==> config.mk <==
export PLATFORM = sky130hd
export DESIGN_NAME = vga_timing_gen
export DESIGN_NICKNAME = d
export VERILOG_FILES = /design/src/rtl/vga_timing_gen.sv
export SDC_FILE = /design/constraint.sdc
export NUM_CORES = 1
export LEC_CHECK = 0
export ABC_CLOCK_PERIOD_IN_PS = 2100
export CORE_MARGIN = 1
export CORE_UTILIZATION = 45
export CTS_CLUSTER_DIAMETER = 50
export DETAILED_ROUTE_END_ITERATION = 8
export GPL_TIMING_DRIVEN = 0
export PLACE_DENSITY_LB_ADDON = 0.3
export SYNTH_ARGS = -nofsm -noshare
export SYNTH_HDL_FRONTEND = slang
export SYNTH_SLANG_ARGS = --single-unit
==> constraint.sdc <==
create_clock -name clock -period 2.1 [get_ports clock]
set_input_delay 0.525 -clock clock [delete_from_list [all_inputs] [get_ports clock]]
set_output_delay 0.525 -clock clock [all_outputs]
set_load 0.005 [all_outputs]
==> src/rtl/vga_timing_gen.sv <==
// -----------------------------------------------------------------------------
// vga_timing_gen
//
// Parametrised VGA raster driver for a video DAC on the pixel clock.
//   * Free-running h/v counters produce pixel requests (req_x/req_y/req_valid)
//     for an upstream frame-buffer or sprite pipeline.
//   * The pipeline returns colour exactly LATENCY cycles after each request.
//     Sync and active-video flags travel through a matching delay line so they
//     leave the block aligned with that colour.
//   * Packed {R,G,B} colour is expanded to 8-bit DAC channels by replicating
//     each field's bits downwards (all-ones -> 8'hFF, zero -> 8'h00).
//
// Handshake: there is no back-pressure. A request is presented during every
// cycle in which req_valid=1. The source must drive the matching color_in
// exactly LATENCY cycles later. The request issued in cycle t appears on
// red/green/blue/blank/hsync/vsync in cycle t+LATENCY+1.
//
// Optional feature (macro VGA_TEST_PATTERN_EN):
//   When the macro is defined, the port test_en exists. With test_en=1 at the
//   capture stage, color_in is ignored and eight vertical colour bars are
//   shown instead.
//
// Ports
//   clock        in   pixel clock
//   reset        in   synchronous, active-high
//   color_in     in   packed {R,G,B} for the request issued LATENCY cycles ago
//   test_en      in   colour-bar select (VGA_TEST_PATTERN_EN only)
//   req_x/req_y  out  current request coordinates, 0 outside active area
//   req_valid    out  current request lies inside the active area
//   frame_start  out  1-cycle pulse when the request counters are at (0,0)
//   hsync/vsync  out  DAC sync, aligned with colour
//   red/green/blue out 8-bit DAC colour, 0 outside active video
//   blank        out  high during active video (DAC BLANK_N)
//   sync         out  tied low
//   clk          out  copy of clock for the DAC
// -----------------------------------------------------------------------------
module vga_timing_gen #(
    parameter int H_ACTIVE   = 640,
    parameter int H_FRONT    = 16,
    parameter int H_PULSE    = 96,
    parameter int H_BACK     = 48,
    parameter int V_ACTIVE   = 480,
    parameter int V_FRONT    = 10,
    parameter int V_PULSE    = 2,
    parameter int V_BACK     = 33,
    parameter bit H_SYNC_POL = 1'b0,
    parameter bit V_SYNC_POL = 1'b0,
    parameter int R_W        = 3,
    parameter int G_W        = 3,
    parameter int B_W        = 2,
    parameter int LATENCY    = 1
) (
    input  logic                     clock,
    input  logic                     reset,
    input  logic [R_W+G_W+B_W-1:0]   color_in,
`ifdef VGA_TEST_PATTERN_EN
    input  logic                     test_en,
`endif
    output logic [9:0]               req_x,
    output logic [9:0]               req_y,
    output logic                     req_valid,
    output logic                     frame_start,
    output logic                     hsync,
    output logic                     vsync,
    output logic [7:0]               red,
    output logic [7:0]               green,
    output logic [7:0]               blue,
    output logic                     blank,
    output logic                     sync,
    output logic                     clk
);

    localparam int C_W     = R_W + G_W + B_W;
    localparam int H_TOTAL = H_ACTIVE + H_FRONT + H_PULSE + H_BACK;
    localparam int V_TOTAL = V_ACTIVE + V_FRONT + V_PULSE + V_BACK;

    localparam logic [9:0] H_LAST = 10'(H_TOTAL - 1);
    localparam logic [9:0] V_LAST = 10'(V_TOTAL - 1);
    localparam logic [9:0] H_ACT  = 10'(H_ACTIVE);
    localparam logic [9:0] V_ACT  = 10'(V_ACTIVE);
    // Sync windows are [BEG, END) in counter units.
    localparam logic [9:0] HS_BEG = 10'(H_ACTIVE + H_FRONT);
    localparam logic [9:0] HS_END = 10'(H_ACTIVE + H_FRONT + H_PULSE);
    localparam logic [9:0] VS_BEG = 10'(V_ACTIVE + V_FRONT);
    localparam logic [9:0] VS_END = 10'(V_ACTIVE + V_FRONT + V_PULSE);

    // One delay-line entry: everything that must stay aligned with colour.
    typedef struct packed {
        logic       valid;
        logic       hs;
        logic       vs;
`ifdef VGA_TEST_PATTERN_EN
        logic [9:0] x;
`endif
    } dly_t;

    // ------------------------------------------------------------------
    // Raster counters
    // ------------------------------------------------------------------
    logic [9:0] r_h_cnt;
    logic [9:0] r_v_cnt;

    always_ff @(posedge clock) begin
        if (reset) begin
            r_h_cnt <= '0;
            r_v_cnt <= '0;
        end else if (r_h_cnt == H_LAST) begin
            r_h_cnt <= '0;
            r_v_cnt <= (r_v_cnt == V_LAST) ? '0 : r_v_cnt + 10'd1;
        end else begin
            r_h_cnt <= r_h_cnt + 10'd1;
        end
    end

    // ------------------------------------------------------------------
    // Request stage. Requests are suppressed while reset is held, so the
    // first request (0,0) and its frame_start pulse appear in the first
    // cycle after reset is released.
    // ------------------------------------------------------------------
    logic w_active;
    logic w_hs_raw;
    logic w_vs_raw;

    assign w_active    = ~reset && (r_h_cnt < H_ACT) && (r_v_cnt < V_ACT);
    assign req_valid   = w_active;
    assign req_x       = w_active ? r_h_cnt : '0;
    assign req_y       = w_active ? r_v_cnt : '0;
    assign frame_start = ~reset && (r_h_cnt == '0) && (r_v_cnt == '0);

    assign w_hs_raw = ((r_h_cnt >= HS_BEG) && (r_h_cnt < HS_END)) ? H_SYNC_POL : ~H_SYNC_POL;
    assign w_vs_raw = ((r_v_cnt >= VS_BEG) && (r_v_cnt < VS_END)) ? V_SYNC_POL : ~V_SYNC_POL;

    // ------------------------------------------------------------------
    // Alignment delay line, LATENCY entries deep
    // ------------------------------------------------------------------
    dly_t w_dly_in;
    dly_t w_dly_out;

    always_comb begin
        w_dly_in       = '0;
        w_dly_in.valid = w_active;
        w_dly_in.hs    = w_hs_raw;
        w_dly_in.vs    = w_vs_raw;
`ifdef VGA_TEST_PATTERN_EN
        w_dly_in.x     = req_x;
`endif
    end

    generate
        if (LATENCY == 0) begin : g_no_dly
            assign w_dly_out = w_dly_in;
        end else begin : g_dly
            dly_t r_dly [LATENCY];

            always_ff @(posedge clock) begin
                if (reset) begin
                    for (int i = 0; i < LATENCY; i++) begin
                        r_dly[i]    <= '0;
                        r_dly[i].hs <= ~H_SYNC_POL;
                        r_dly[i].vs <= ~V_SYNC_POL;
                    end
                end else begin
                    r_dly[0] <= w_dly_in;
                    for (int i = 1; i < LATENCY; i++) begin
                        r_dly[i] <= r_dly[i-1];
                    end
                end
            end

            assign w_dly_out = r_dly[LATENCY-1];
        end
    endgenerate

    // ------------------------------------------------------------------
    // Colour expansion: the field fills the MSBs and is repeated
    // cyclically into the lower bits.
    // ------------------------------------------------------------------
    function automatic logic [7:0] f_expand(input logic [7:0] v, input int w);
        logic [7:0] e;
        e = '0;
        for (int i = 0; i < 8; i++) begin
            e[3'(7 - i)] = v[3'(w - 1 - (i % w))];
        end
        return e;
    endfunction

    logic [7:0] w_r_fld;
    logic [7:0] w_g_fld;
    logic [7:0] w_b_fld;
    logic [7:0] w_red_sel;
    logic [7:0] w_green_sel;
    logic [7:0] w_blue_sel;

    assign w_r_fld = 8'(color_in[C_W-1 -: R_W]);
    assign w_g_fld = 8'(color_in[B_W+G_W-1 -: G_W]);
    assign w_b_fld = 8'(color_in[B_W-1:0]);

`ifdef VGA_TEST_PATTERN_EN
    // Bar index comes from the delayed x, so it stays aligned with the
    // other outputs. The last bar absorbs any remainder of H_ACTIVE/8.
    localparam int BAR_W = (H_ACTIVE / 8 > 0) ? H_ACTIVE / 8 : 1;

    logic [9:0] w_bar_q;
    logic [2:0] w_bar_idx;
    logic [2:0] w_bar_rgb;

    assign w_bar_q   = w_dly_out.x / 10'(BAR_W);
    assign w_bar_idx = (w_bar_q > 10'd7) ? 3'd7 : w_bar_q[2:0];

    always_comb begin
        w_bar_rgb = 3'b000;
        case (w_bar_idx)
            3'd0:    w_bar_rgb = 3'b111; // white
            3'd1:    w_bar_rgb = 3'b110; // yellow
            3'd2:    w_bar_rgb = 3'b011; // cyan
            3'd3:    w_bar_rgb = 3'b010; // green
            3'd4:    w_bar_rgb = 3'b101; // magenta
            3'd5:    w_bar_rgb = 3'b100; // red
            3'd6:    w_bar_rgb = 3'b001; // blue
            default: w_bar_rgb = 3'b000; // black
        endcase
    end
`endif

    always_comb begin
        w_red_sel   = f_expand(w_r_fld, R_W);
        w_green_sel = f_expand(w_g_fld, G_W);
        w_blue_sel  = f_expand(w_b_fld, B_W);
`ifdef VGA_TEST_PATTERN_EN
        if (test_en) begin
            w_red_sel   = {8{w_bar_rgb[2]}};
            w_green_sel = {8{w_bar_rgb[1]}};
            w_blue_sel  = {8{w_bar_rgb[0]}};
        end
`endif
    end

    // ------------------------------------------------------------------
    // Output capture
    // ------------------------------------------------------------------
    logic       r_hsync;
    logic       r_vsync;
    logic       r_blank;
    logic [7:0] r_red;
    logic [7:0] r_green;
    logic [7:0] r_blue;

    always_ff @(posedge clock) begin
        if (reset) begin
            r_hsync <= ~H_SYNC_POL;
            r_vsync <= ~V_SYNC_POL;
            r_blank <= 1'b0;
            r_red   <= '0;
            r_green <= '0;
            r_blue  <= '0;
        end else begin
            r_hsync <= w_dly_out.hs;
            r_vsync <= w_dly_out.vs;
            r_blank <= w_dly_out.valid;
            r_red   <= w_dly_out.valid ? w_red_sel   : '0;
            r_green <= w_dly_out.valid ? w_green_sel : '0;
            r_blue  <= w_dly_out.valid ? w_blue_sel  : '0;
        end
    end

    assign hsync = r_hsync;
    assign vsync = r_vsync;
    assign blank = r_blank;
    assign red   = r_red;
    assign green = r_green;
    assign blue  = r_blue;
    assign sync  = 1'b0;
    assign clk   = clock;

endmodule
* Yosys cells after proc, flatten, opt, wreduce, memory -nomap -nowiden *
Memory sizes are Yosys's and may differ from the RTL's.
Cells that the tools add are included.

storage, ports and cells
  register bits after elaboration = 47
  memory bits (writable) = 3
  bits of input ports = 10
  output and inout port bits = 51
  word-level logic and storage cells = 45
  memories kept = 1

cells by class
  add/sub/neg operators = 2
  magnitude comparators = 6
  equality and inequality tests = 2
  muxes and demuxes = 10
  bitwise operators = 2
  reduce and logical (&&, ||, !) cells = 11

memories
  memory       words  width  read ports  clocked after Yosys merged registers in  write ports  line  source
  g_dly.r_dly  1      3      1           0                                        3            153   dly_t r_dly [LATENCY];

operators by type and width
  operator                 count
  $mux W10                 3
  $add A10 B1 Y10 const B  2
  $eq A10 B10 Y1 const B   2
  $logic_not A10 Y1        2
  $lt A10 B10 Y1 const B   2
  $lt A10 B9 Y1 const B    2
  $ge A10 B10 Y1 const B   1
  $ge A10 B9 Y1 const B    1
  $logic_and A1 B1 Y1      6
  $mux W1                  6
  $reduce_or A2 Y1         2
  $mux W3                  1
  $reduce_or A3 Y1         1
  $not A1 Y1               2

* Longest topological paths before layout *
Gate-level depths: netlist of run 1.

  depth in word-level cells = 4
  depth in mapped cells = 6
  mapped depth without buffers = 6

==> results.toml, run 1 <==
[die]
initial_core_util = 0.4701
io_pins = 61
die_x_um = 64.08
rows = 22
core_area_mm2 = 0.003689
dieArea_mm2 = 0.004106
die_h_um = 64.08

[cells_and_area]
diodes = 0
fin_nets = 299
drive_gt1_frac = 0.4231
utilization = 0.7463
finalNonFillerCells = 334
areaGrowthSynthToFinish_pct = 58.73

[global_route]
gr-total-overflow = 0
antenna_found_initial = 0
first_global_vias = 1553
track_usage = 0.2418
grt_first_pass_wirelength_mm = 7.279
grt_max_degree = 11

[timing]
hold_violations = 0
setup_viol = 18
finalCriticalPeriod_ns = 2.235
period_share = 1.064
tns_ns = -1.590
worst_clock_skew_ns = 0.003470
drv_slew = 0
rsz0062_at_grt = "yes"
max_freq_mhz = 447.4
worst_slack_ns = -0.1353

[yosys]
synth_area_mm2 = 0.001734
postSynthCellCount = 203
synth_top_flop_cell = "dfxtp_1"
syn_avg_cell_area_um2 = 8.543
synth_cell_type_count = 37
synth_edf_count = 0
yosysSeqAreaShare = 0.3925
async_flop_share = 0
yosys_warnings = 0
synth_seq_cells = 34

[place]
port_buffers = 46
gp_congestion = 0.8480
dp_hpwl_mm = 2.492
dp_cells = 310

[hold_path]
hold_depth = 1
hold_end = "hsync$_SDFF_PP1_"
hold_class = "flip-flop to flip-flop"
min-delay-start = "g_dly.r_dly[0][1]$_DFF_P_"

[status]
violations = "setup timing"
status = "complete, but fails checks"

[pwr]
power_leakage_nw = 1.217
cellPowerDensity_mw_per_mm2 = 548.1
power_mw = 1.509
peakVddDrop_mv = 0.3518

[route]
dr.pass1.iters = 4
vias_per_cell = 5.030
drt_wl_total_mm = 4.632
postRouteAntennaNets = 0
drc_errors = 0
drtIter0Drc = 99
routedWlPerCell_um = 13.87
vias = 1680

[worst_setup_path]
crit_type = "flip-flop to output pin"
cp-end-kind = "output pin"
worstSetupStartpointType = "flip-flop"
timing.rr.end = "r_v_cnt[9]$_SDFFE_PP0P_"
rr_worst_depth = 6
crit_path_max_fanout = 4
r2r_start = "r_h_cnt[6]$_SDFF_PP0_"
arrival_ns = 1.71
r2r_setup_slack_ns = 0.08
cp.required_ns = 1.57

[clock_network]
clk_pin_slew_ns = 0.06
tritoncts = "built"
clk_latency_ns = 0.39

[job]
drv_cap = 0
## metrics by stage
step                      hold WS [ns]  cell area (um2)  setup slack, ns
final                           0.4115             2753          -0.1353
after global routing            0.4257             2753          -0.1736
after CTS                       0.4155             2660          -0.1148
after detailed placement        0.3986             2303          -0.7775
after global placement          0.3913             2303          -0.7642
after floorplan                 0.3895             1783           0.2982
## cells in the mapped netlist (5+ instances only)
library cell	n	area (um2)
clkbuf_1	9	33.78
xnor2_1	7	61.31
and2_1	26	162.7
inv_1	7	26.28
nor2_1	20	75.07
nand4_1	7	43.79
buf_4	20	150.1
and3_1	5	31.28
nand2_1	6	22.52
xor2_1	6	52.55
nor4_1	7	43.79
dfxtp_1	34	680.7
nand3_1	10	50.05
## placed cells by master (no fill, tap or decap), types with 4 or more instances in the layout
| master | instances |
|---|---|
| a21oi_1 | 4 |
| and2_1 | 13 |
| and2_4 | 14 |
| buf_2 | 7 |
| buf_4 | 31 |
| buf_6 | 22 |
| clkbuf_8 | 12 |
| clkdlybuf4s50_1 | 23 |
| conb_1 | 14 |
| dfxtp_1 | 23 |
| dfxtp_2 | 4 |
| dfxtp_4 | 7 |
| inv_1 | 5 |
| nand2_1 | 5 |
| nand3_1 | 9 |
| nand4_1 | 7 |
| nor2_1 | 19 |
| nor4_1 | 5 |
| xnor2_1 | 7 |
| xor2_1 | 6 |
## power by group
group          switching [mW]  internal (mW)
logic                  0.0600          0.103
registers             0.00964          0.651
clock network           0.264          0.420
total                   0.334           1.17
## cells by family after synthesis
| group | synth area share |
|---|---|
| AO/OA/AOI/OAI | 0.03319 |
| XOR/XNOR | 0.06566 |
| adder cells (fa/ha/maj) | 0.02886 |
| buffers and inverters | 0.1371 |
| flip-flops | 0.3925 |
| multiplexers | 0.005772 |
| other | 0.002162 |
| AND/OR/NAND/NOR | 0.3348 |
## worst max path at each step
| stage | from | end |
|---|---|---|
| detailed placement | reset | req_x[6] |
| finish | r_v_cnt[7]$_SDFFE_PP0P_ | req_y[8] |
| CTS | r_v_cnt[6]$_SDFFE_PP0P_ | req_x[2] |
| floorplan | r_h_cnt[6]$_SDFF_PP0_ | r_v_cnt[7]$_SDFFE_PP0P_ |
| global route | r_v_cnt[7]$_SDFFE_PP0P_ | req_x[4] |
| global placement | reset | req_x[6] |
## cell type report
type | count | area [um2]
clock buffer | 11 | 132.6
buffer | 25 | 201.4
fill | 253 | 935.9
sequential | 34 | 711.9
inverter | 7 | 26.28
multi-input combinational | 143 | 993.5
clock inverter | 1 | 5.005
timing repair buffer | 65 | 621.8
tap | 48 | 60.06
## sequential cells by signal, indices dropped and copies added, names as in the netlist
register and flops:
blue 2, red 3, hsync 1, blank 1, r_h_cnt 10, g_dly.r_dly 3, green 3, r_v_cnt 10
vsync 1
## layer usage
metal	wire [um]	up-vias	GRT usage
met5	0	-	0
met4	148	0	0.1761
met3	337	16	0.07143
met2	2268	85	0.3830
met1	1878	774	0.2744
li1	-	805	-
## worst max-delay path, cell delays in order, from the launching register on
cell      delay, ns
dfxtp_2        0.34
and3_4         0.21
nand2_4        0.06
and3_4         0.19
clkbuf_8       0.14
buf_6          0.12
and2_4         0.15
buf_6          0.11
## repair_timing
action	CTS	global route
endpoints found under the setup margin	22	35
resized for setup	145	24
hold buffers	0	0
pin swaps	9	4
setup buffers	15	4
gates cloned	2	0
No activity file was read; power rests on OpenSTA's default activity.
==> run 2: changes to the inputs <==
--- a/config.mk
+++ b/config.mk
@@ -6,8 +6,7 @@
 export NUM_CORES = 1
 export LEC_CHECK = 0
 export ABC_CLOCK_PERIOD_IN_PS = 2100
-export CORE_MARGIN = 1
-export CORE_UTILIZATION = 45
+export CORE_UTILIZATION = 23
 export CTS_CLUSTER_DIAMETER = 50
 export DETAILED_ROUTE_END_ITERATION = 8
 export GPL_TIMING_DRIVEN = 0
==> run 2 against run 1 <==
- the run still ends with setup timing left
- hold slack got worse by 0.0013 ns
- die area grew 92%
- highest routed layer unchanged
- cell count grew 14%
- register-to-register slack about the same
- combinational power down 13%
- core utilization down 37 points
- critical path depth is the same
- routed wire length down 9.5%
- via count down 7.4%
- global-route usage down 13 points
==> results.toml, run 2 (synthesized netlist as in run 1, its figures left out) <==
[place]
dp_slack_ns = -0.7974
placed_cell_area_mm2 = 0.002367
gp_congestion = 0.7992
dp_hpwl_mm = 2.825
port_buffers = 46
dp_cells = 361

[worst_setup_path]
crit_path_max_fanout = 7
crit_type = "flip-flop to output pin"
arrival_ns = 1.69
cp_top_family = "simple AND/OR/NAND/NOR gates"
slowest_delay_ns = 0.35
cp.required_ns = 1.57
cp_slowest_cell = "dfxtp_4"
crit_buf_inv = 3
cp-end-kind = "output pin"
path_cells = "and3_4, nand2_4, and3_4, buf_8, buf_6, and2_4, buf_6"
worstSetupStartpointType = "flip-flop"

[timing]
holdWs_ns = 0.4102
period_share = 1.054
hold_violations = 0
worst_clock_skew_ns = 0.003331
drv_slew = 0
tns_ns = -0.9480
setup_viol = 10
worst_slack_ns = -0.1128
rsz0062_at_grt = "yes"
max_freq_mhz = 451.9
finalCriticalPeriod_ns = 2.213

[route]
drt-met1-wl_mm = 1.820
postRouteAntennaNets = 0
drtIter0Drc = 66
dr.pass1.iters = 4
route.met2.wl_mm = 1.900
wl_met3_um = 348
top_layer = "met4"
vias_per_cell = 4.092
drc_errors = 0
vias = 1555
drt_wl_total_mm = 4.190
routedWlPerCell_um = 11.03

[global_route]
track_usage = 0.1162
grt_max_degree = 12
antenna_found_initial = 0
gr-total-overflow = 0
first_global_vias = 1472
grt_first_pass_wirelength_mm = 6.706

[cells_and_area]
final_cell_mix = "29 x buf_4, 26 x dfxtp_1, 23 x clkdlybuf4s50_1"
largestRegisters = "r_h_cnt: 10 flops, r_v_cnt: 10 flops"
multi_input_comb_area_um2 = 978.4
drive_gt1_frac = 0.3915
finalNonFillerCells = 380
fin_area_mm2 = 0.002748
fin_nets = 294
areaGrowthSynthToFinish_pct = 58.44
diodes = 0
ff_latch_area_um2 = 698.2
final_common_cell = "buf_4"
fill_cells = 755

[die]
die_x_um = 88.83
io_pins = 61
core_area_mm2 = 0.007253
dieArea_mm2 = 0.007891
initial_core_util = 0.2391
die_h_um = 88.83
rows = 31

[clock_network]
clk_pin_slew_ns = 0.07
clk_latency_ns = 0.39
holdBufCountCts = 0
tritoncts = "built"

[status]
status = "complete, but fails checks"
violations = "setup timing"

[job]
drv_cap = 0

[pwr]
power_leakage_nw = 1.177
peakVddDrop_mv = 0.1789
cellPowerDensity_mw_per_mm2 = 548.5

[hold_path]
hold_class = "flip-flop to flip-flop"
run 2: cell type report:
type	count	share of cell area
buffer	27	0.07650
clock inverter	2	0.004554
tap	99	0.04508
inverter	7	0.009563
timing repair buffer	58	0.2072
clock buffer	10	0.04690
sequential	34	0.2541
multi-input combinational	143	0.3561
run 2: power by group:
part	leakage [nW]	switching, mW	internal (mW)
clock	0.0775	0.281	0.419
combinational	0.818	0.0517	0.0906
sequential	0.281	0.0105	0.654
total	1.18	0.343	1.16
run 2: worst reg2reg max path: cells and delay by family (launching register included):
kind / cells / cell delay (ns)
simple gates: 4 / 1.25
flops: 1 / 0.40
fa+ha+maj: 1 / 0.26
run 2: worst paths after layout:
kind | cells past startpoint | startpoint | end | slack [ns]
max | 7 | r_v_cnt[5]$_SDFFE_PP0P_ | req_x[1] | -0.11
min | 1 | g_dly.r_dly[0][0]$_DFF_P_ | vsync$_SDFF_PP1_ | 0.41
max reg2reg | 5 | r_h_cnt[1]$_SDFF_PP0_ | r_h_cnt[5]$_SDFF_PP0_ | 0.08
min reg2reg | 1 | g_dly.r_dly[0][0]$_DFF_P_ | vsync$_SDFF_PP1_ | 0.41
run 2: metal layers:
metal  vias up  global-route usage
met5         -                   0
met4         0             0.09824
met3         9             0.05131
met2        53              0.1776
met1       698              0.1229
li1        795                   -
run 2: repair_timing:
action	in CTS	in global routing
endpoints found under the setup margin	29	35
pin swaps	6	3
buffers inserted	10	2
resized for setup	141	19
cloned	1	0
run 2: per-stage QoR:
stage / total power [mW] / util
6_report: 1.507 / 0.3788
5_1_grt: 1.586 / 0.3788
4_1_cts: 1.524 / 0.3688
3_5_place_dp: 0.8724 / 0.3264
2_1_floorplan: 0.7761 / -
3_3_place_gp: 0.8716 / 0.3264
